===== config.mk =====
export PLATFORM = sky130hd
export DESIGN_NAME = fifo_read_ctrl
export DESIGN_NICKNAME = d
export VERILOG_FILES = /design/src/rtl/fifo_pkg.sv /design/src/rtl/fifo_ptr.sv /design/src/rtl/fifo_read_ctrl.sv
export SDC_FILE = /design/constraint.sdc
export NUM_CORES = 1
export LEC_CHECK = 0
export CORE_MARGIN = 5
export CORE_UTILIZATION = 35
export CTS_CLUSTER_DIAMETER = 100
export DETAILED_ROUTE_END_ITERATION = 16
export DONT_BUFFER_PORTS = 1
export GPL_ROUTABILITY_DRIVEN = 0
export PLACE_DENSITY = 0.57
export SLEW_MARGIN = 5
export SYNTH_ARGS = -nofsm -noshare
export SYNTH_HDL_FRONTEND = slang
export SYNTH_SLANG_ARGS = --single-unit

===== constraint.sdc =====
create_clock -name clk -period 2.35 [get_ports clk]
set_input_delay 0.235 -clock clk [delete_from_list [all_inputs] [get_ports clk]]
set_output_delay 0.235 -clock clk [all_outputs]
set_load 0.05 [all_outputs]

===== src/rtl/fifo_pkg.sv =====
// rtl/fifo_pkg.sv - shared pointer math and read-side state encoding for the fifo block
package fifo_pkg;

   // Default geometry; instances override ADDR_WIDTH and size their own pointers
   localparam int ADDR_WIDTH_DEF = 13;
   localparam int PTR_W          = ADDR_WIDTH_DEF + 1;

   // Pointer helpers take zero-extended pointers so one definition serves any width
   localparam int CALC_W = 32;

   localparam logic ST_EMPTY = 1'b0;
   localparam logic ST_FULL  = 1'b1;

   typedef enum logic {
      S_EMPTY = ST_EMPTY,
      S_FULL  = ST_FULL
   } rd_state_t;

   // Same pointer value (including wrap bit) means nothing stored
   function automatic logic ptr_empty(input logic [CALC_W-1:0] w, input logic [CALC_W-1:0] r);
      return w == r;
   endfunction

   // Full when the pointers differ only in the wrap bit at position aw
   function automatic logic ptr_full(input logic [CALC_W-1:0] w, input logic [CALC_W-1:0] r,
                                     input int aw);
      return (w ^ r) == (CALC_W'(1) << aw);
   endfunction

   // Stored word count, modulo the pointer range of aw+1 bits
   function automatic logic [CALC_W-1:0] ptr_level(input logic [CALC_W-1:0] w,
                                                   input logic [CALC_W-1:0] r, input int aw);
      logic [CALC_W-1:0] mask;
      mask = (CALC_W'(1) << (aw + 1)) - CALC_W'(1);
      return (w - r) & mask;
   endfunction

endpackage


===== src/rtl/fifo_ptr.sv =====
// rtl/fifo_ptr.sv - wrapping pointer counter with increment enable and synchronous load
module fifo_ptr #(
   parameter int W = 14
) (
   input  logic         clk,
   input  logic         rst_n,
   input  logic         inc,
   input  logic         load,
   input  logic [W-1:0] load_val,
   output logic [W-1:0] ptr
);

   // Load wins over increment; the counter wraps naturally over W bits
   always_ff @(posedge clk or negedge rst_n) begin
      if (!rst_n) begin
         ptr <= '0;
      end else if (load) begin
         ptr <= load_val;
      end else if (inc) begin
         ptr <= ptr + W'(1);
      end
   end

endmodule


===== src/rtl/fifo_read_ctrl.sv =====
// rtl/fifo_read_ctrl.sv - fifo read side: RAM read pointer and registered valid/ready output
module fifo_read_ctrl
   import fifo_pkg::*;
#(
   parameter int DATA_WIDTH = 8,
   parameter int ADDR_WIDTH = 13
) (
   input  logic                  clk,
   input  logic                  rst_n,
   input  logic                  flush,
   input  logic [ADDR_WIDTH:0]   wr_ptr,
   output logic [ADDR_WIDTH:0]   rd_ptr,
   output logic [ADDR_WIDTH-1:0] ram_addr,
   output logic                  ram_oe,
   input  logic [DATA_WIDTH-1:0] ram_data,
   output logic                  m_valid,
   input  logic                  m_ready,
   output logic [DATA_WIDTH-1:0] m_data,
   output logic                  ram_empty,
   output logic [ADDR_WIDTH:0]   level
);

   localparam int PW = ADDR_WIDTH + 1;

   rd_state_t state;
   logic      fetch;
   logic      pop;

   assign ram_empty = ptr_empty(CALC_W'(wr_ptr), CALC_W'(rd_ptr));
   assign level     = PW'(ptr_level(CALC_W'(wr_ptr), CALC_W'(rd_ptr), ADDR_WIDTH));
   assign ram_addr  = rd_ptr[ADDR_WIDTH-1:0];

   // Output register can take a word when it is empty or being drained this cycle
   assign fetch  = (state == S_EMPTY) | m_ready;
   assign pop    = fetch & ~ram_empty & ~flush;
   assign ram_oe = pop;

   // Read pointer: flush jumps to the writer's pointer, a pop advances by one
   fifo_ptr #(
      .W(PW)
   ) u_rd_ptr (
      .clk      (clk),
      .rst_n    (rst_n),
      .inc      (pop),
      .load     (flush),
      .load_val (wr_ptr),
      .ptr      (rd_ptr)
   );

   // Output register FSM: EMPTY holds nothing, FULL holds a word awaiting acceptance
   always_ff @(posedge clk or negedge rst_n) begin
      if (!rst_n) begin
         state   <= S_EMPTY;
         m_valid <= 1'b0;
         m_data  <= '0;
      end else if (flush) begin
         state   <= S_EMPTY;
         m_valid <= 1'b0;
      end else if (pop) begin
         state   <= S_FULL;
         m_valid <= 1'b1;
         m_data  <= ram_data;
      end else if (fetch) begin
         state   <= S_EMPTY;
         m_valid <= 1'b0;
      end
   end

endmodule


* Word-level counts from Yosys, hierarchy flattened
Index checks and enable logic that the tools add are counted. Widths: inputs -> output; s select.
Operators by class: add/sub/neg operators 2, equal/unequal tests 1, multiplexer cells 5, bitwise gates (word level) 6, reductions and logical operators 3
Operators with widths (number):
- $mux 14 | 2
- $add 14x1->14 const B | 1
- $eq 14x14->1 | 1
- $sub 14x14->14 | 1
- $mux 1 | 3
- $not 1->1 | 3
- $reduce_bool 3->1 | 1
- $and 1x1->1 | 2
- $reduce_and 2->1 | 1
- $reduce_bool 2->1 | 1
- $or 1x1->1 | 1
Storage, ports and cells: register bits after elaboration 23, input bits 26, logic and storage cells 20

* Longest topological paths before layout
depth in word-level cells 6, gate-level depth with buffers 9

* By module
Synthesis repeated with hierarchy kept, for this count alone.
Second synthesis, totals: cells, all modules 226, area total of the unflattened synthesis 2031.9 um^2
Modules (own cells, without submodules):
- fifo_read_ctrl | times used 1, cells each 138, area an instance 1188.6 um^2
- fifo_ptr | times used 1, cells each 88, area an instance 843.3 um^2

* Least setup slack after synthesis
OpenSTA, ideal clock, no wires.
kind register -> output, from register u_rd_ptr.ptr[0], to output level[10], arrival 3.920 ns, path slack -1.805 ns, stages on the path, launching flop included 8, path buffers 0, cells stage by stage dfrtp_1 ha_1 inv_1 fa_1 a21o_1 a21oi_1 o221ai_1 o311ai_0
Between the ends: cells in the longest elaborated chain, start to end 1
Ends and longest elaborated chain:
- start: declaration | line fifo_ptr.sv:10 | output logic [W-1:0] ptr
- start signal: assignment | line fifo_ptr.sv:18 | ptr <= load_val;
- start signal: assignment | line fifo_ptr.sv:20 | ptr <= ptr + W'(1);
- $sub 14x14->14 | line fifo_pkg.sv:35 | return (w - r) & mask;
- end: declaration | line fifo_read_ctrl.sv:20 | output logic [ADDR_WIDTH:0] level
Every way passes these cells.

* Final worst setup path
from register u_rd_ptr.ptr[0], to output level[12]
The elaborated chain is that of the path after synthesis.

==> impl_results.md <==
* Worst path arrival time at around 2.4 ns
* Sw power at around 0.0012 W
* Synthesis-to-layout area growth at 51.7%
* Diode count at 0
* Multiplexer area fraction after synthesis at around 5.4%
* Max cap viols at 0
* WL/cell at approximately 18 um
* Later-pin clock latency in the skew report at 0.28 ns
* Largest family of logic cells by synthesized area: compound AO/OA/AOI/OAI gates
* Grt ovf at 0
* DIE WIDTH at approximately 86 um
* Crit start category: flop
* CTS buffer count at 3
* Clock Sinks at 23
* Count leader, synth: dfrtp_1
* FFs w/ async S/R, synth at 100%
* Gate power share at 65.7%
* Final hold vios at 0
* XOR/XNOR share of the synthesized area at under 10%
* Fmax at 387 MHz
* Unrepaired setup endpoints after global routing: true
* Synthesized area per cell at ~9 um^2
* Req. time, crit path at 2.12 ns
* Seq pwr share at a little under a quarter
* Power Internal at around 0.0012 W
* Die Area at around 7400 um^2
* CTS tree: built
* Placed cell count at about 320
* Switching Share at roughly 50%
* Top post-synthesis cells by area: dfrtp_1 (28%), ha_1 (8.6%), xnor2_1 (6.4%)
* Crit end category: output port
* Part of the power in the clock network at between 10% and 20%
* #FFs+latches synth at 23
* Synth cell count leaders: dfrtp_1 (23), inv_1 (19), nand2_1 (16)
* Syn_nets at ~270
* Unique masters post-synth at 48
* Die Height at 86.3 um
* Post-synthesis sequential area ratio at 28.2%
* CP max FO at 2
* Adder-cell share of the synthesized area at 9.58%
* Layout cells sized above 1 at 51.1%
* Longest Clk Path Bufs at 2
* First-pass GRT wire length at around 10000 um
* HPWL Detailed at roughly 4800 um
* Number of I/O pins at 78
* Worst Setup Path Type: flop to output port
* Synth Area in Simple Gates at approximately 16%
* Final setup margin at -0.234 ns
* Core ar. at approximately 5600 um^2
* GR Util All Layers at 16.5%
* Clock-pin slew on the worst setup and hold paths at roughly 0.090 ns
* Cell taking the most area after synthesis: dfrtp_1
* Largest net degree at the start of global routing at 31
* Starting Density at a little over a third
* Compound-Gate Fraction of Synth Area at 21.3%
* Final Max Slew Viols at 0
* EDFF count, synth at 0
* Failing checks: setup timing
* IO buf count at 0
* Util after Layout at 55.5%
* Initial antenna violation count at 0
* Routed wire length at 6100 um
* Period minus WS final at between 2 and 3 ns
* HP Class: input port to flop
* Num rows at 27
* Period utilization at 110%
* Vias in the first global route at around 1900
* Top cell type's share of synthesized area at ~28%
* PD cells at approximately 760 nW/um^2
* Layout Cells excl Fill at 342
* Clk root buf: clkbuf_8
* Detailed-route DRC error count at 0
* Via-to-Cell Ratio at between 5 and 6
* Setup violations, final at 10
* H-tree depth at 1
* Nets at 312
* Cell count after synthesis at 227
* Pleak at around 1.2 nW
* Main synth FF type: dfrtp_1
* Final ANT Viol Nets at 0
* Slew Limit Headroom at 28.5%
* Cell area after synthesis at just over 2000 um^2
* Synth warn at 0
* Status: complete, but fails checks
* Vias at about 1800
* Worst-margin pin slew at 1.07 ns
* DR iter-0 viols at between 70 and 80
* Drt first pass iters at 4
* Final Skew at 0.00595 ns
* Peak VDD IR at ~0.00037 V
metal layers:
metal	wire length [um]	global-route usage (%)	up-vias
met5	0	0	-
met4	74	4.67	0
met1	2650	21.3	892
met2	2860	26.9	60
li1	-	-	888
met3	511	4.66	5
state kept, by name, summed over array words and instances (netlist names):
register,cells
m_data,8
state,1
u_rd_ptr.ptr,14
layout make-up:
cell class	count	area, um^2
clock buffer	3	41.3
clock inverter	1	7.51
fill	499	2480
inverter	19	77.6
multi-input combinational	164	1710
sequential	23	591
tap	72	90.1
timing repair buffer	60	579
worst max-delay path: stages, from the launching register on:
cell      delay (ns)
dfrtp_2         0.40
ha_4            0.14
inv_2           0.03
fa_2            0.33
a21o_1          0.19
a21oi_4         0.15
o221ai_4        0.15
a221oi_4        0.36
xnor2_4         0.17
buf_12          0.15
layout by cell type (no fill, tap or decap), drive strengths merged, types with 3 or more instances in the layout:
cell type and n:
buf 59, dfrtp 23, inv 18, nand2 16, a21oi 16, xnor2 15
ha 14, o21ai 13, nand4 9, mux2 8, nand2b 6, nor2 6
xor2 5, a211oi 5, nand3 5, a21o 4, and3 4, nor2b 4
o21a 3, o31a 3, clkbuf 3, a2111oi 3, and4 3
path summary, 6_finish.rpt:
check	end	slack (ns)	from	cells past startpoint
max	level[12]	-0.23	u_rd_ptr.ptr[0]	9
max in group asynchronous	u_rd_ptr.ptr[9]	1.04	rst_n	1
max reg2reg	m_data[3]	0.02	u_rd_ptr.ptr[7]	9
min in group asynchronous	m_data[2]	0.59	rst_n	1
min	state	0.02	flush	1
min reg2reg	u_rd_ptr.ptr[6]	0.73	u_rd_ptr.ptr[6]	3
power by group through the flow:
| stage | Clock (W) | Combinational, W | Sequential (W) |
|---|---|---|---|
| global placement | 0 | 0.00142 | 0.000548 |
| floorplan | 0 | 0.000955 | 0.000660 |
| finish | 0.000267 | 0.00155 | 0.000543 |
| detailed placement | 0 | 0.00143 | 0.000550 |
| CTS | 0.000276 | 0.00154 | 0.000543 |
| global route | 0.000286 | 0.00164 | 0.000549 |
kinds of logic after synthesis:
family                     count (synthesis)
AOI/OAI and AO/OA                         59
xor gates and xnor gates                  20
adders and majority gates                 15
buffers and inverters                     40
DFF                                       23
muxes                                     10
and+or+nand+nor                           60
per-stage QoR:
step | area [um^2] | setup slack, ns | hold slack, ns | TNS, ns | power (W)
global route | 3090 | -0.330 | 0.00152 | -3.50 | 0.00247
finish | 3090 | -0.234 | 0.0168 | -1.19 | 0.00236
CTS | 3030 | -0.249 | 0.00592 | -1.24 | 0.00235
detailed placement | 2810 | 0.0371 | -0.0598 | 0 | 0.00198
global placement | 2810 | 0.0742 | -0.0600 | 0 | 0.00197
floorplan | 2450 | -0.165 | -0.0606 | -0.794 | 0.00161
what timing repair did:
item / 4_1_cts / 5_1_grt
gates resized for setup: 18 / 5
endpoints found under the setup margin: 10 / 24
gates cloned: 0 / 0
hold buffers: 1 / 0
buffers inserted: 8 / 5
endpoints found under the hold margin: 23 / 0
pin swaps: 9 / 15
No activity file was read; power rests on OpenSTA's default activity.
